$ cat src/rtl/piso_serializer.sv
// Parallel-in serial-out stage: accepts an N-bit word over valid/ready and emits it
// one bit per shift_en cycle on so/so_valid, with gapless reload on the last bit.
module piso_serializer #(
    parameter int N         = 8,
    parameter bit MSB_FIRST = 1'b1
) (
    input  logic         clk,
    input  logic         clear_n,
    input  logic [N-1:0] pdata,
    input  logic         load_valid,
    output logic         load_ready,
    input  logic         shift_en,
    output logic         so,
    output logic         so_valid,
    output logic         busy,
    output logic         done,
    output logic         dbg_state
);

    localparam int CW = $clog2(N);
    localparam logic [CW-1:0] CNT_LAST = CW'(N - 1);

    typedef enum logic {
        ST_IDLE  = 1'b0,
        ST_SHIFT = 1'b1
    } state_t;

    state_t          r_state;
    state_t          w_state_nxt;
    logic [N-1:0]    r_shreg;
    logic [N-1:0]    w_shreg_nxt;
    logic [CW-1:0]   r_cnt;
    logic [CW-1:0]   w_cnt_nxt;
    logic            r_done;
    logic            w_done_nxt;
    logic            w_last;
    logic            w_out_bit;

    // Handshake: a word transfers on any edge with load_valid & load_ready.
    // load_ready is combinational in shift_en so upstream can refill on the
    // last-bit cycle; upstream must not derive shift_en from load_ready.
    assign w_last     = (r_state == ST_SHIFT) && (r_cnt == '0);
    assign load_ready = (r_state == ST_IDLE) || (w_last && shift_en);

    always_ff @(posedge clk or negedge clear_n) begin
        if (!clear_n) begin
            r_state <= ST_IDLE;
            r_shreg <= '0;
            r_cnt   <= '0;
            r_done  <= 1'b0;
        end else begin
            r_state <= w_state_nxt;
            r_shreg <= w_shreg_nxt;
            r_cnt   <= w_cnt_nxt;
            r_done  <= w_done_nxt;
        end
    end

    always_comb begin
        w_state_nxt = r_state;
        w_shreg_nxt = r_shreg;
        w_cnt_nxt   = r_cnt;
        w_done_nxt  = 1'b0;
        case (r_state)
            ST_IDLE: begin
                if (load_valid) begin
                    w_shreg_nxt = pdata;
                    w_cnt_nxt   = CNT_LAST;
                    w_state_nxt = ST_SHIFT;
                end
            end
            ST_SHIFT: begin
                if (shift_en) begin
                    if (r_cnt != '0) begin
                        w_shreg_nxt = MSB_FIRST ? (r_shreg << 1) : (r_shreg >> 1);
                        w_cnt_nxt   = r_cnt - CW'(1);
                    end else begin
                        w_done_nxt = 1'b1;
                        if (load_valid) begin
                            w_shreg_nxt = pdata;
                            w_cnt_nxt   = CNT_LAST;
                        end else begin
                            w_shreg_nxt = '0;
                            w_state_nxt = ST_IDLE;
                        end
                    end
                end
            end
            default: begin
                w_state_nxt = ST_IDLE;
                w_shreg_nxt = '0;
                w_cnt_nxt   = '0;
            end
        endcase
    end

    // Serial outputs come only from registers; shreg is zero whenever idle.
    assign w_out_bit = MSB_FIRST ? r_shreg[N-1] : r_shreg[0];
    assign so        = w_out_bit && (r_state == ST_SHIFT);
    assign so_valid  = (r_state == ST_SHIFT);
    assign busy      = (r_state == ST_SHIFT);
    assign done      = r_done;
    assign dbg_state = r_state;

endmodule

$ cat config.mk
export PLATFORM = sky130hd
export DESIGN_NAME = piso_serializer
export DESIGN_NICKNAME = d
export VERILOG_FILES = /design/src/rtl/piso_serializer.sv
export SDC_FILE = /design/constraint.sdc
export NUM_CORES = 1
export LEC_CHECK = 0
export CORE_MARGIN = 4
export CORE_UTILIZATION = 45
export DETAILED_ROUTE_END_ITERATION = 7
export PLACE_DENSITY = 0.74
export SETUP_SLACK_MARGIN = 0.02
export SYNTH_ARGS = -nofsm -noshare
export SYNTH_HDL_FRONTEND = slang
export SYNTH_SLANG_ARGS = --single-unit
$ cat constraint.sdc
create_clock -name clk -period 1.87 [get_ports clk]
set_input_delay 0.2805 -clock clk [delete_from_list [all_inputs] [get_ports clk]]
set_output_delay 0.2805 -clock clk [all_outputs]
set_load 0.01 [all_outputs]
== Word level (Yosys, flattened, before mapping) ==
Cells that the tools add are included.
Storage, ports and cells
  word-level logic and storage cells: 31
  bits of input ports: 12
  memory bits (read-only): 0
  register bits after elaboration: 13
  memories: 0
  bits in latches: 0
  bits in writable memories: 0
Operators by class
  reductions and logical operators: 7
  multiply operators: 0
  equal/unequal tests: 2
  bitwise gates (word level): 1
  $lt $le $gt $ge: 0
  shifts and indexed selects: 0
  mux-type cells: 16
  divide/modulo/power cells: 0
  $add $sub $neg: 1
Operators by type and width (count)
  2-to-1 mux 8 bit: 4
  case mux 8 bit (2 select lines): 1
  2-to-1 mux 3 bit: 3
  2-to-1 mux 1 bit: 6
  case mux 3 bit (2 select lines): 1
  != test 2 bit (second input constant): 2
  logical AND 1 bit: 3
  logical NOT 3 bit: 1
  nonzero test 3 bit: 1
  subtractor 3 x 1 -> 3 bit (second input constant): 1
  case mux 1 bit (2 select lines): 1
  AND reduction 2 bit: 1
  logical OR 1 bit: 1
  NOT 1 bit: 1

== Depth between registers and ports, before layout ==
Gate-level depths: netlist (run 1).
  depth in word-level cells: 4
  mapped depth: 6
  gate-level depth less buffers: 5

== Least setup slack after synthesis (run 1) ==
No wires, ideal clock.
  path kind: reg-to-reg
  start: reg r_cnt[0]
  end: reg r_shreg[4]
  cell stages (with the launch flop): 7
  path buffers: 1
  data arrival time: 1.217 ns
  clock period less this slack: 1.351 ns
  setup time: 0.134 ns
  data required time: 1.736 ns
  slack: 0.519 ns
  path through: dfrtp_1 inv_1 ha_1 and3b_1 buf_2 o21ai_0 a31oi_2
On the way
  longest elaborated chain between the ends: 4
Ends and longest elaborated chain
  from (decl): RTL line 32  | logic [CW-1:0] r_cnt;
  from (signal assigned): RTL line 54  | r_cnt <= w_cnt_nxt;
  nonzero test 3 bit: RTL line 74  | if (r_cnt != '0) begin
  2-to-1 mux 8 bit: RTL line 74
  2-to-1 mux 8 bit: RTL line 73  | if (shift_en) begin
  case mux 8 bit (2 select lines): RTL line 64  | case (r_state)
  to (signal assigned): RTL line 53  | r_shreg <= w_shreg_nxt;
  to (decl): RTL line 30  | logic [N-1:0] r_shreg;
No other way between the ends. The select of a mux whose other input is x is not followed.
A chain may end at the register's enable or synchronous reset.

== Worst setup path in the final report (run 1) ==
  start: reg r_cnt[0]
  end: out load_ready
On the way
  longest elaborated chain between the ends: 4
Ends and longest elaborated chain
  logical NOT 3 bit: RTL line 42  | assign w_last = (r_state == ST_SHIFT) && (r_cnt == '0);
  logical AND 1 bit: RTL line 42
  logical AND 1 bit: RTL line 43  | assign load_ready = (r_state == ST_IDLE) || (w_last && shift_en);
  logical OR 1 bit: RTL line 43
  to (decl): RTL line 11  | output logic load_ready,
No other way between the ends.

==> results.sh, run 1 <==
export IMPL_antenna_found_initial=0
export IMPL_hpwl_um=1083
export IMPL_synth_ff_type="dfrtp_1"
export IMPL_clock_skew_ns=0.001966
export IMPL_total_power_w=0.001103
export IMPL_die_y_um=48.13
export IMPL_grt_remaining_overflow=0
export IMPL_yosysSeqAreaShare=0.4491
export IMPL_r2r_end="r_shreg[4]$_DFFE_PN0P_"
export IMPL_slew_violations=0
export IMPL_drc_errors=0
export IMPL_dieWidth_um=48.13
export IMPL_post_synth_top_area_fraction=0.4491
export IMPL_numPortBuffers=17
export IMPL_grtUsageTotal=0.1489
export IMPL_end_kind="output pin"
export IMPL_placementRows=14
export IMPL_gp_congestion=0.7349
export IMPL_cts_sinks=13
export IMPL_vias=641
export IMPL_syn2layout_area_growth_pct=29.02
export IMPL_n_antenna_cell=0
export IMPL_dpl_cell_area_um2=908.4
export IMPL_core_area_um2=1506
export IMPL_synth_area_leaders="dfrtp_1 (45%), nand3_1 (5.5%), o21ai_0 (5.5%)"
export IMPL_grt_pass1_wl_um=2366
export IMPL_synth_area_um2=724.4
export IMPL_fillers=129
export IMPL_async_flop_share=1.000
export IMPL_yosys_warnings=0
export IMPL_crit_required_ns=1.59
export IMPL_ir_worst_vdd_mv=0.5247
export IMPL_clkTransAtPathRegs_ns=0.08
export IMPL_synth_seq_cells=13
export IMPL_cts_tree="built"
export IMPL_io_pins=18
export IMPL_final_hold_viol_count=0
export IMPL_synth_nets=94
export IMPL_synth_edf_count=0
export IMPL_rsz0062_at_grt="no"
export IMPL_pre_cts_slack_ns=-0.03541
export IMPL_fin_area_um2=934.6
export IMPL_insertion_delay_ns=0.28
export IMPL_clock_root_buffer="clkbuf_4"
export IMPL_die_area_um2=2316
export IMPL_cp_max_fo=4
export IMPL_maxSlewHeadroom=0.6074
export IMPL_ys_types=27
export IMPL_start_util=0.4809
export IMPL_arrival_ns=1.46
export IMPL_maxCapViolCount=0
export IMPL_drive_above_1_share=0.1400
export IMPL_cp_start_kind="flip-flop"
export IMPL_synthCells=80
export IMPL_dr_pass1_iters=4
export IMPL_rr_worst_depth=6
export IMPL_yosysTopAreaCell="dfrtp_1"
export IMPL_cts_hold_buf=0
export IMPL_p_per_area_nw_per_um2=1180
export IMPL_cts_max_path_buffers=2
export IMPL_tightest_slew_ns=0.5870
export IMPL_nets=115
export IMPL_post_cts_buffers=0
export IMPL_path_class="flip-flop to output pin"
export IMPL_status="completed"
export IMPL_drt_iter0_drc=21
export IMPL_avgSynthCellArea_um2=9.056
export IMPL_grt_pass1_vias=531
export IMPL_period_share=0.9326
export IMPL_holdWs_ns=0.3712
export IMPL_routed_wl_um=1521
export IMPL_grt_max_degree=17
export IMPL_p_leak_nw=0.4122
export IMPL_ant_nets=0
export IMPL_cts_buffers=3
export IMPL_final_setup_viol_count=0
export IMPL_setup_slack_ns=0.1260
export IMPL_wire_per_inst_um=13.11
export IMPL_fmax_ghz=0.5734
export IMPL_final_min_clock_period_ns=1.744
export IMPL_htreeDepth=1
export IMPL_r2r_slack_ns=0.35
export IMPL_r2r_start="r_cnt[0]$_DFFE_PN0P_"
export IMPL_min_path_type="primary input to async pin"
export IMPL_vias_per_cell=5.526
registers in the layout, summed over array words and instances, names as in the netlist:
signal	flops
busy	1
done	1
r_cnt	3
r_shreg	8
kinds of logic after synthesis:
logic type	count (synthesis)	share of synthesized area
AO/OA/AOI/OAI	26	0.2176
buffers and inverters	12	0.09671
flip-flops	13	0.4490
AND/OR/NAND/NOR	26	0.1814
adder cells (fa/ha/maj)	2	0.03454
multiplexers	1	0.02072
area by class of cell:
| type | count | area [µm²] | area share |
|---|---|---|---|
| Inverter | 5 | 18.77 | 0.02008 |
| Timing Repair Buffer | 23 | 214.0 | 0.2289 |
| Clock buffer | 4 | 26.28 | 0.02811 |
| Multi-Input combinational cell | 55 | 329.1 | 0.3521 |
| Tap cell | 16 | 20.02 | 0.02142 |
| Sequential cell | 13 | 326.6 | 0.3494 |
placed cells by master, fill, tap and decap left out, drive strengths merged, types with 3 or more instances in the layout:
cell | Yosys | final
buf | 6 | 6
clkdlybuf4s50 | 0 | 16
nand2 | 3 | 3
inv | 5 | 5
o21ai | 12 | 12
nor2 | 7 | 7
dfrtp | 13 | 13
a31oi | 7 | 7
nand3 | 8 | 8
clkbuf | 1 | 4
power breakdown:
group | internal [W] | switching (W) | total [W]
Combinational | 0.000244 | 0.000217 | 0.000460
Sequential | 0.000388 | 0.0000777 | 0.000465
Clock | 0.0000828 | 0.0000942 | 0.000177
Total | 0.000714 | 0.000388 | 0.00110
cell usage after synthesis (3+ instances only):
cell	number
nand3_1	8
o21ai_0	8
o21ai_1	4
a31oi_1	6
nor2_1	6
dfrtp_1	13
nand2_1	3
inv_1	5
worst max-delay path by stage:
stage	start	endpoint	slack [ns]	cells after the start
after floorplan	r_cnt[0]$_DFFE_PN0P_	r_shreg[4]$_DFFE_PN0P_	0.52	6
after CTS	r_cnt[0]$_DFFE_PN0P_	load_ready	0.06	5
final	r_cnt[0]$_DFFE_PN0P_	load_ready	0.13	5
after global placement	shift_en	load_ready	-0.02	4
after global routing	r_cnt[0]$_DFFE_PN0P_	load_ready	0.03	5
after detailed placement	shift_en	load_ready	-0.04	4
routing by layer:
layer	routed length (µm)	global-route usage	vias to the layer above
li1	-	-	323
met1	726	0.2068	295
met2	704	0.2216	23
met3	90	0.03321	0
met4	0	0.06452	0
met5	0	0	-
metrics by stage:
stage | TNS, ns | instances | utilization
4_1_cts | 0 | 116 | 0.6204
6_report | 0 | 116 | 0.6204
3_3_place_gp | -0.01960 | 112 | 0.6030
5_1_grt | 0 | 116 | 0.6204
2_1_floorplan | 0 | 80 | -
3_5_place_dp | -0.03541 | 112 | 0.6030
timing repair:
item | in CTS | in global routing
gates resized for setup | 2 | 1
pin swaps | 0 | 0
endpoints found under the setup margin | 2 | 1
worst max-delay path: stages, from the launching register on:
cell and delay [ns]:
dfrtp_1 0.41, inv_1 0.09, ha_1 0.16, nand2b_1 0.07
o21ai_1 0.16, dlygate4sd2_1 0.29
Power figures use the tool's default switching activity.
==> run 2: changes to the inputs <==
--- a/config.mk
+++ b/config.mk
@@ -13,3 +13,4 @@
 export SYNTH_ARGS = -nofsm -noshare
 export SYNTH_HDL_FRONTEND = slang
 export SYNTH_SLANG_ARGS = --single-unit
+export TNS_END_PERCENT = 100
==> results of run 2 <==
No change in the layout: final DEF, timing and power equal those of run 1.
==> run 3: changes to the inputs <==
==> config.mk (replaced) <==
export PLATFORM = sky130hd
export DESIGN_NAME = piso_serializer
export DESIGN_NICKNAME = d
export VERILOG_FILES = /design/src/rtl/piso_serializer.sv
export SDC_FILE = /design/constraint.sdc
export NUM_CORES = 1
export LEC_CHECK = 0
export CELL_PAD_IN_SITES_DETAIL_PLACEMENT = 0
export CELL_PAD_IN_SITES_GLOBAL_PLACEMENT = 2
export CORE_MARGIN = 4
export CORE_UTILIZATION = 28
export DETAILED_ROUTE_END_ITERATION = 7
export PLACE_DENSITY_LB_ADDON = 0.1
export SETUP_SLACK_MARGIN = 0.02
export SYNTH_ARGS = -nofsm -noshare
export SYNTH_HDL_FRONTEND = slang
export SYNTH_SLANG_ARGS = --single-unit
export TNS_END_PERCENT = 10
==> run 3 against run 2 <==
- highest routed layer is now met4
- design area up 2.5%
- critical path type unchanged
- clock skew down 0.0016 ns
- die area up 50%
- wire length up 9.3%
- largest power group is now combinational logic
- sequential share of layout area down 1.0 points
- total power down 0.44%
- clock power down 7%
- worst setup slack better by 0.043 ns
==> results.sh, run 3 (synthesized netlist as in run 1, its figures left out) <==
export IMPL_final_hold_viol_count=0
export IMPL_arrival_ns=1.42
export IMPL_core_area_um2=2477
export IMPL_cp_start_kind="flip-flop"
export IMPL_dr_pass1_iters=4
export IMPL_busiest_layer="met1"
export IMPL_grtUsageMet2=0.1593
export IMPL_vias_per_cell=4.977
export IMPL_path_class="flip-flop to output pin"
export IMPL_grt_pass1_wl_um=2904
export IMPL_clock_skew_ns=0.0003857
export IMPL_p_leak_nw=0.4161
export IMPL_dp_cells=127
export IMPL_n_antenna_cell=0
export IMPL_largest_register="r_shreg"
export IMPL_numPortBuffers=17
export IMPL_slew_violations=0
export IMPL_ir_worst_vdd_mv=0.5942
export IMPL_largest_registers="r_shreg: 8 flops, r_cnt: 3 flops"
export IMPL_end_kind="output pin"
export IMPL_tightest_slew_ns=0.5970
export IMPL_maxSlewHeadroom=0.6008
export IMPL_start_util=0.2924
export IMPL_status="completed"
export IMPL_grtUsageMet1=0.1603
export IMPL_dieWidth_um=58.87
export IMPL_p_per_area_nw_per_um2=1145
export IMPL_cp_max_fo=3
export IMPL_holdWs_ns=0.3890
export IMPL_r2r_end="r_shreg[4]$_DFFE_PN0P_"
export IMPL_drive_above_1_share=0.1386
export IMPL_rr_worst_depth=6
export IMPL_r2r_slack_ns=0.37
export IMPL_die_area_um2=3465
export IMPL_htreeDepth=1
export IMPL_post_cts_buffers=0
export IMPL_wire_per_inst_um=12.69
export IMPL_insertion_delay_ns=0.26
export IMPL_antenna_found_initial=0
export IMPL_min_path_type="primary input to async pin"
export IMPL_clkTransAtPathRegs_ns=0.07
export IMPL_clock_root_buffer="clkbuf_4"
export IMPL_final_cells=131
export IMPL_grt_pass1_vias=594
export IMPL_cts_tree="built"
export IMPL_die_y_um=58.87
export IMPL_ant_nets=0
export IMPL_cts_buffers=3
export IMPL_final_setup_viol_count=0
export IMPL_vias=652
export IMPL_largest_reg_flops=8
export IMPL_gp_congestion=0.7252
export IMPL_grtUsageTotal=0.1133
export IMPL_use_met3=0.04605
export IMPL_grt_max_degree=17
export IMPL_crit_required_ns=1.59
export IMPL_rsz0062_at_grt="no"
export IMPL_drc_errors=0
export IMPL_hpwl_um=1197
export IMPL_cts_max_path_buffers=2
export IMPL_cts_sinks=13
export IMPL_r2r_start="r_cnt[1]$_DFFE_PN0P_"
export IMPL_maxCapViolCount=0
export IMPL_fmax_ghz=0.5878
export IMPL_final_cell_mix="clkdlybuf4s50_1 (16), dfrtp_1 (13), nand3_1 (8), o21ai_0 (7), buf_4 (7)"
export IMPL_nets=116
export IMPL_total_power_w=0.001098
export IMPL_grt_remaining_overflow=0
export IMPL_routed_wl_um=1663
export IMPL_final_common_cell="clkdlybuf4s50_1"
export IMPL_syn2layout_area_growth_pct=32.30
export IMPL_drt_iter0_drc=12
export IMPL_io_pins=18
export IMPL_period_share=0.9097
export IMPL_final_min_clock_period_ns=1.701
export IMPL_placementRows=18
run 3: repair_timing:
item / CTS / global route
resized for setup: 2 / 0
hold buffers: 0 / 0
setup endpoints to repair: 1 / 0
run 3: worst max-delay path, cell delays in order (launching register included):
cell,delay (ns)
dfrtp_1,0.40
inv_1,0.08
ha_1,0.16
nand2b_1,0.07
o21ai_1,0.16
dlygate4sd2_1,0.29
run 3: worst max path at each step:
stage                         startpoint                      to  slack (ns)  cells past startpoint
floorplan           r_cnt[0]$_DFFE_PN0P_  r_shreg[4]$_DFFE_PN0P_        0.52                      6
detailed placement              shift_en              load_ready       -0.08                      4
global placement                shift_en              load_ready       -0.05                      4
global route        r_cnt[1]$_DFFE_PN0P_              load_ready        0.04                      5
CTS                 r_cnt[1]$_DFFE_PN0P_              load_ready        0.12                      5
finish              r_cnt[1]$_DFFE_PN0P_              load_ready        0.17                      5
run 3: final cells by class:
cell class	count	area, µm²
clock buffer	4	26.28
fill	260	1519
inverter	5	18.77
multi-input combinational	55	329.1
sequential	13	325.3
tap	30	37.54
timing repair buffer	24	221.5
run 3: metrics by stage:
step                utilization  area, µm²  setup slack, ns  TNS (ns)
CTS                      0.3869      958.4           0.1249         0
finish                   0.3869      958.4           0.1688         0
detailed placement       0.3768      933.4         -0.07845  -0.07845
global placement         0.3768      933.4         -0.05323  -0.05323
floorplan                     -      724.4           0.5188         0
global route             0.3869      958.4          0.03739         0
run 3: power by group:
group | total [W] | switching (W) | internal, W
Combinational | 0.000479 | 0.000226 | 0.000253
Clock | 0.000165 | 0.0000821 | 0.0000824
Sequential | 0.000455 | 0.0000674 | 0.000387
Total | 0.00110 | 0.000376 | 0.000722
run 3: per-layer routing:
| layer | up-vias | wire length [µm] | part of all wire |
|---|---|---|---|
| met5 | - | 0 | 0 |
| met4 | 0 | 13 | 0.0078 |
| met3 | 2 | 99 | 0.060 |
| met2 | 16 | 727 | 0.44 |
| met1 | 312 | 823 | 0.49 |
| li1 | 322 | - | - |
